## config.mk

```make
export PLATFORM = sky130hd
export DESIGN_NAME = spi_trace_monitor
export DESIGN_NICKNAME = d
export VERILOG_FILES = /design/src/rtl/spi_trace_pkg.sv /design/src/rtl/spi_trace_fifo.sv /design/src/rtl/spi_trace_monitor.sv
export SDC_FILE = /design/constraint.sdc
export NUM_CORES = 1
export LEC_CHECK = 0
export CAP_MARGIN = 20
export CORE_UTILIZATION = 55
export CTS_CLUSTER_SIZE = 24
export DETAILED_ROUTE_END_ITERATION = 16
export PLACE_DENSITY = 0.79
export SETUP_SLACK_MARGIN = 0.15
export SLEW_MARGIN = 10
export SYNTH_ARGS = -nofsm -noshare
export SYNTH_HDL_FRONTEND = slang
export SYNTH_SLANG_ARGS = --single-unit
```

## constraint.sdc

```tcl
create_clock -name CLK_IN -period 5.4 [get_ports CLK_IN]
set_input_delay 1.08 -clock CLK_IN [delete_from_list [all_inputs] [get_ports CLK_IN]]
set_output_delay 1.08 -clock CLK_IN [all_outputs]
set_load 0.01 [all_outputs]
```

## src/rtl/spi_trace_pkg.sv

```systemverilog
`default_nettype none
// +------------------------------------------------------------------+
// | spi_trace_pkg: header layout, FSM encoding and header helpers    |
// | Revision: 1.0                                                    |
// +------------------------------------------------------------------+
package spi_trace_pkg;

  localparam int HDR_W         = 8;
  localparam int HDR_VALID_BIT = 7;
  localparam int HDR_OVF_BIT   = 6;
  localparam int HDR_LVL_W     = 6;

  typedef enum logic [1:0] {
    ST_IDLE  = 2'd0,
    ST_LOAD  = 2'd1,
    ST_SHIFT = 2'd2,
    ST_DONE  = 2'd3
  } state_t;

  function automatic logic [HDR_W-1:0] make_header(input logic valid, input logic ovf,
                                                   input logic [31:0] lvl);
    logic [HDR_W-1:0] hdr;
    hdr = '0;
    hdr[HDR_VALID_BIT] = valid;
    hdr[HDR_OVF_BIT]   = ovf;
    if (lvl > ((32'd1 << HDR_LVL_W) - 32'd1)) hdr[HDR_LVL_W-1:0] = '1;
    else hdr[HDR_LVL_W-1:0] = lvl[HDR_LVL_W-1:0];
    return hdr;
  endfunction

endpackage
`default_nettype wire

```

## src/rtl/spi_trace_fifo.sv

```systemverilog
`default_nettype none
// +------------------------------------------------------------------+
// | spi_trace_fifo: power-of-two sample FIFO, push accepted when     |
// | full if a pop happens in the same cycle. Revision: 1.0           |
// +------------------------------------------------------------------+
module spi_trace_fifo #(
  parameter int WIDTH = 40,
  parameter int DEPTH = 8
) (
  input  logic                     clk,
  input  logic                     rst_n,
  input  logic                     push,
  input  logic [WIDTH-1:0]         wr_data,
  input  logic                     pop,
  output logic [WIDTH-1:0]         rd_data,
  output logic                     full,
  output logic                     empty,
  output logic [$clog2(DEPTH):0]   level
);

  localparam int AW = $clog2(DEPTH);
  localparam int LW = AW + 1;

  logic [WIDTH-1:0] mem [DEPTH];
  logic [AW-1:0]    wr_ptr;
  logic [AW-1:0]    rd_ptr;
  logic [LW-1:0]    count;
  logic             do_push;
  logic             do_pop;

  assign empty   = (count == '0);
  assign full    = (count == LW'(DEPTH));
  assign do_pop  = pop && !empty;
  assign do_push = push && (!full || do_pop);
  assign rd_data = mem[rd_ptr];
  assign level   = count;

  always_ff @(posedge clk) begin
    if (do_push) mem[wr_ptr] <= wr_data;
  end

  always_ff @(posedge clk or negedge rst_n) begin
    if (!rst_n) begin
      wr_ptr <= '0;
      rd_ptr <= '0;
      count  <= '0;
    end else begin
      if (do_push) wr_ptr <= wr_ptr + AW'(1);
      if (do_pop)  rd_ptr <= rd_ptr + AW'(1);
      count <= count + {{(LW-1){1'b0}}, do_push} - {{(LW-1){1'b0}}, do_pop};
    end
  end

endmodule
`default_nettype wire

```

## src/rtl/spi_trace_monitor.sv

```systemverilog
`default_nettype none
// +------------------------------------------------------------------+
// | spi_trace_monitor: captures bus samples into a FIFO and streams  |
// | the head entry out as an SPI slave (mode 0). Revision: 1.0       |
// +------------------------------------------------------------------+
module spi_trace_monitor
  import spi_trace_pkg::*;
#(
  parameter int ADDR_W      = 24,
  parameter int DATA_W      = 16,
  parameter int DEPTH       = 8,
  parameter int SYNC_STAGES = 2
) (
  input  logic                    CLK_IN,
  input  logic                    RESET_N_IN,
  input  logic                    STROBE_IN,
  input  logic [ADDR_W-1:0]       ADDR_IN,
  input  logic [DATA_W-1:0]       DATA_IN,
  input  logic                    SPICLK_IN,
  input  logic                    SPISS_IN,
  output logic                    SPISO,
  output logic                    SPISO_OE,
  output logic [$clog2(DEPTH):0]  FIFO_LEVEL,
  output logic                    OVERFLOW
);

  localparam int ENTRY_W = ADDR_W + DATA_W;
  localparam int F       = HDR_W + ENTRY_W;
  localparam int CW      = $clog2(F + 1);
  localparam int LW      = $clog2(DEPTH) + 1;

  logic [SYNC_STAGES-1:0] sck_sync;
  logic [SYNC_STAGES-1:0] ss_sync;
  logic                   sck_prev;
  logic                   ss_prev;
  logic                   sck_s, ss_s;
  logic                   sck_rise, sck_fall, ss_rise, ss_fall;

  state_t                 state, state_next;
  logic [F-1:0]           shreg;
  logic [CW-1:0]          bit_cnt;
  logic                   snap_valid;
  logic                   snap_ovf;
  logic                   overflow;
  logic                   load, pop, overflow_clr, overflow_set;
  logic                   spiso_c, oe_c;

  logic [ENTRY_W-1:0]     fifo_head;
  logic                   fifo_full, fifo_empty;
  logic [LW-1:0]          fifo_level;

  spi_trace_fifo #(
    .WIDTH (ENTRY_W),
    .DEPTH (DEPTH)
  ) u_fifo (
    .clk     (CLK_IN),
    .rst_n   (RESET_N_IN),
    .push    (STROBE_IN),
    .wr_data ({ADDR_IN, DATA_IN}),
    .pop     (pop),
    .rd_data (fifo_head),
    .full    (fifo_full),
    .empty   (fifo_empty),
    .level   (fifo_level)
  );

  // Reset values represent an idle bus: deselected, clock low.
  always_ff @(posedge CLK_IN or negedge RESET_N_IN) begin
    if (!RESET_N_IN) begin
      sck_sync <= '0;
      ss_sync  <= '1;
      sck_prev <= 1'b0;
      ss_prev  <= 1'b1;
    end else begin
      sck_sync[0] <= SPICLK_IN;
      ss_sync[0]  <= SPISS_IN;
      for (int i = 1; i < SYNC_STAGES; i++) begin
        sck_sync[i] <= sck_sync[i-1];
        ss_sync[i]  <= ss_sync[i-1];
      end
      sck_prev <= sck_s;
      ss_prev  <= ss_s;
    end
  end

  assign sck_s    = sck_sync[SYNC_STAGES-1];
  assign ss_s     = ss_sync[SYNC_STAGES-1];
  assign sck_rise = sck_s && !sck_prev;
  assign sck_fall = !sck_s && sck_prev;
  assign ss_rise  = ss_s && !ss_prev;
  assign ss_fall  = !ss_s && ss_prev;

  always_ff @(posedge CLK_IN or negedge RESET_N_IN) begin
    if (!RESET_N_IN) state <= ST_IDLE;
    else             state <= state_next;
  end

  always_comb begin
    state_next   = state;
    load         = 1'b0;
    pop          = 1'b0;
    overflow_clr = 1'b0;
    spiso_c      = 1'b0;
    oe_c         = 1'b0;
    case (state)
      ST_IDLE: begin
        if (ss_fall) begin
          state_next = ST_LOAD;
          load       = 1'b1;
        end
      end
      ST_LOAD: begin
        oe_c       = 1'b1;
        spiso_c    = shreg[F-1];
        state_next = ST_SHIFT;
      end
      ST_SHIFT: begin
        oe_c    = 1'b1;
        spiso_c = shreg[F-1];
        if (sck_rise && (bit_cnt == CW'(F - 1))) state_next = ST_DONE;
      end
      ST_DONE: begin
        oe_c = 1'b1;
      end
      default: state_next = ST_IDLE;
    endcase
    // Only a fully clocked-out frame consumes its entry; aborted frames resend it.
    if (ss_rise && (state != ST_IDLE)) begin
      state_next = ST_IDLE;
      if ((state == ST_DONE) && snap_valid) begin
        pop          = 1'b1;
        overflow_clr = snap_ovf;
      end
    end
  end

  assign overflow_set = STROBE_IN && fifo_full && !pop;

  always_ff @(posedge CLK_IN or negedge RESET_N_IN) begin
    if (!RESET_N_IN) begin
      shreg      <= '0;
      bit_cnt    <= '0;
      snap_valid <= 1'b0;
      snap_ovf   <= 1'b0;
      overflow   <= 1'b0;
    end else begin
      if (overflow_set)      overflow <= 1'b1;
      else if (overflow_clr) overflow <= 1'b0;

      if (load) begin
        shreg      <= {make_header(!fifo_empty, overflow, 32'(fifo_level)),
                       fifo_empty ? {ENTRY_W{1'b0}} : fifo_head};
        bit_cnt    <= '0;
        snap_valid <= !fifo_empty;
        snap_ovf   <= overflow;
      end else if (state == ST_SHIFT) begin
        if (sck_rise) bit_cnt <= bit_cnt + CW'(1);
        if (sck_fall) shreg <= {shreg[F-2:0], 1'b0};
      end
    end
  end

  assign SPISO      = spiso_c;
  assign SPISO_OE   = oe_c;
  assign FIFO_LEVEL = fifo_level;
  assign OVERFLOW   = overflow;

endmodule
`default_nettype wire

```

==> impl.org <==
** Global routing
- Global routing consumed, over all layers together, 21.64% of the routing resources.
- The total overflow left after global routing is 0.
- First-pass GRT wire length :: 47.00 mm
- Antenna violations before repair :: 1
- Maximum number of pins on one net before global-route repair :: 80
- Vias in the first global route :: 8310

** Yosys
- A synthesized cell averages 18.65 sq um.
- Syn_nets :: 898
- Number of cells produced by synthesis :: 838
- Counting distinct cell types in the post-synthesis netlist gives 47.
- After synthesis, the largest area contributor takes up 61.49% of total cell area.
- Summed over all instances, the cell type with the most area after synthesis is edfxtp_1.
- Synthesis inferred 395 register bits.
- Top post-synthesis cells by area :: edfxtp_1 61%, dfrtp_1 12%, mux4_2 12%, o221a_2 1.9%, o21ai_0 1.4%
- The Yosys step of the flow raised 0 warnings.
- Post-synthesis sequential area ratio :: 73.53%
- In this run the cell area of the synthesized design comes to 15630 sq um.

** Routing
- Detail Route Antenna Nets :: 0
- Count of routing violations after the opening detailed-route iteration :: 621
- Met3 Routed Length :: 1.737 mm
- The routed design has 29.90 mm of wire.
- Top routing layer in use :: met5
- The first TritonRoute pass finished after 5 iterations.
- Vias per inst :: 6.048
- Vias after detailed routing :: 7947
- After detailed routing, the average wire length per cell comes to 22.76 um.
- In the routed design, unresolved DRC markers number 0.
- After detailed routing, the wire length on met1 is 12.44 mm.
- Met2 wire length :: 15.11 mm

** Clocking
- The tree built by TritonCTS fans out to 395 sinks.
- Worst skew pair latency :: 530 ps
- Post-cts resize count :: 0
- After clock tree synthesis, the clock-pin slew on the worst setup and hold paths is 60 ps.
- Clock tree synthesis inserted a total of 40 buffers.
- After clock tree synthesis, the setup repair step added 0 buffers.
- The clock passes through at most 3 buffers.
- TritonCTS built the clock tree.
- Clock tree root driver cell :: clkbuf_16
- H-tree depth reported by CTS :: 2
- In this run, post-CTS hold repair placed 0 buffers.

** STA
- Summed over all failing endpoints, the final setup total negative slack is 0 ps.
- Final setup fails :: 0
- Measured against its own limit, the worst slew margin works out to 26.88%.
- Period minus WS final :: 3236 ps
- The number of max-slew violations in the final report is 0.
- For the final database, setup skew stands at 14.94 ps.
- Dividing the final minimum period by the clock period gives 59.92%.
- Slew @ Worst Pin :: 1091 ps
- Post-route worst setup slack :: 2164 ps
- Final hold violations :: 0
- Max Freq :: 0.3091 GHz
- Setup repair after global routing left no endpoint under its margin.

** Setup path
- The critical path is of the register to register type.
- Data on the critical path arrives at its endpoint at 3440 ps.
- Reg2reg path depth :: 6
- The worst setup path is captured at a register.
- For the worst setup path, the data required time is 5600 ps.
- STA classifies the critical path startpoint as a register.
- Along the worst path, the maximum fanout reaches 15.

** Finish
- In the layout the commonest cells are 320 x edfxtp_1, 80 x mux4_2, 69 x dfrtp_1, 51 x nand2_1, 50 x clkdlybuf4s50_1.
- Most common cell after layout, fill and taps aside :: edfxtp_1
- Of the cells placed in the final design, the portion with a size suffix greater than 1 is 22.76%.
- Compared with the post-synthesis result, the final layout area differs by 14.81%.
- Post-layout util :: 64.40%
- Final net count :: 964
- The finished cells cover 17940 sq um.
- Count of inserted antenna diode cells :: 0

** Floorplanning
- Die extent in y :: 170.6 um
- Standard-cell rows :: 61
- Once the floorplan was initialized, standard cells occupied 56.09% of the core.
- I/O pin count :: 52
- Die X :: 170.6 um
- Full die area :: 29090 sq um
- The core region is 27860 sq um.

** Placed design
- Once placement finished, the instance area stood at 16570 sq um.
- Half-perimeter wire length of the detailed placement result :: 16.12 mm
- Post-Place Setup Slack :: 1748 ps
- During placement, the flow inserted port buffers numbering 51.
- RePlAce Congestion :: 0.7189

** Power and ir drop
- Static leakage power :: 6.058 nW
- Power spread over the standard cell area amounts to 520.7 nW/um^2.
- Total chip power :: 9.341 mW
- Across the VDD grid, the largest voltage drop is 0.3069 mV.

** Min path
- The worst hold path was traced through 0 stages.
- Class of the worst hold path :: register to register

** Status
- The run finished with clean final reports.

** Job
- The tool flagged a number of max-cap violations equal to 0.
through the flow:
step / std cells / hold WS (ps)
2_1_floorplan: 838 / 331.2
3_3_place_gp: 1237 / 346.0
3_5_place_dp: 1237 / 340.4
4_1_cts: 1311 / 354.6
5_1_grt: 1314 / 364.7
6_report: 1314 / 350.4
power by group:
| group | total [mW] | switching (mW) | internal (mW) |
|---|---|---|---|
| Combinational | 2.30 | 1.16 | 1.14 |
| Sequential | 4.33 | 0.392 | 3.93 |
| Clock | 2.72 | 1.11 | 1.61 |
cells by family (layout without fill, tap and decap cells):
logic type	after synthesis	after routing	synth area share, %
adder cells (fa/ha/maj)	15	15	1.249
multiplexers	98	98	12.72
flip-flops	395	395	73.53
AND/OR/NAND/NOR	129	129	3.964
AO/OA/AOI/OAI	131	131	5.941
XOR/XNOR	11	11	0.6165
buffers and inverters	59	157	1.978
worst max-delay path, stage by stage (launching register included):
cell and delay (ps):
dfrtp_1 400, inv_1 110, ha_1 340, o41ai_4 540, nand2_4 190, nor3_2 900
buf_4 420
flip-flops by register name, summed over array words and instances, names as in the netlist:
| register | count |
|---|---|
| ss_sync | 2 |
| OVERFLOW | 1 |
| state | 2 |
| snap_valid | 1 |
| u_fifo.rd_ptr | 3 |
| sck_prev | 1 |
| snap_ovf | 1 |
| sck_sync | 2 |
| u_fifo.wr_ptr | 3 |
| u_fifo.level | 4 |
| ss_prev | 1 |
| shreg | 48 |
| u_fifo.mem | 320 |
| bit_cnt | 6 |
Yosys cell counts (all sizes together):
cell	number
o22ai	1
or3	1
and3b	2
xnor2	5
nand3	3
edfxtp	320
a31oi	1
a21o	1
nand2	52
nor3	3
nand3b	2
dfrtp	72
o221a	38
dfstp	3
nor4b	2
and2	1
mux2	2
nand2b	5
o41ai	1
fa	1
inv	10
nor3b	4
nor2	49
o21ai	83
a211oi	1
and3	1
nor4	2
mux2i	16
a21oi	5
xor2	6
ha	14
buf	28
and4	1
nand4	1
mux4	80
clkbuf	21
final timing paths:
check,from,end,slack (ps)
max,state[1],u_fifo.mem[6][0],2160
min,sck_sync[0],sck_sync[1],350
max reg2reg,state[1],u_fifo.mem[6][0],2160
min reg2reg,sck_sync[0],sck_sync[1],350
max in group asynchronous,RESET_N_IN,ss_sync[1],4250
min in group asynchronous,RESET_N_IN,shreg[36],500
per-layer routing:
metal | GRT usage (%) | up-vias
met2 | 35.94 | 256
li1 | - | 3482
met3 | 3.655 | 54
met4 | 6.345 | 2
met1 | 29.75 | 4153
met5 | 0 | -
cell type report:
cell class,count,area [sq um]
well taps,378,473.0
clock inverters,13,130.1
fillers,1830,9917
multi-input cells,384,3890
repair buffers,73,730.7
clock buffers,61,1181
inverters,10,37.54
flip-flops and latches,395,11500
Power figures use the tool's default switching activity.
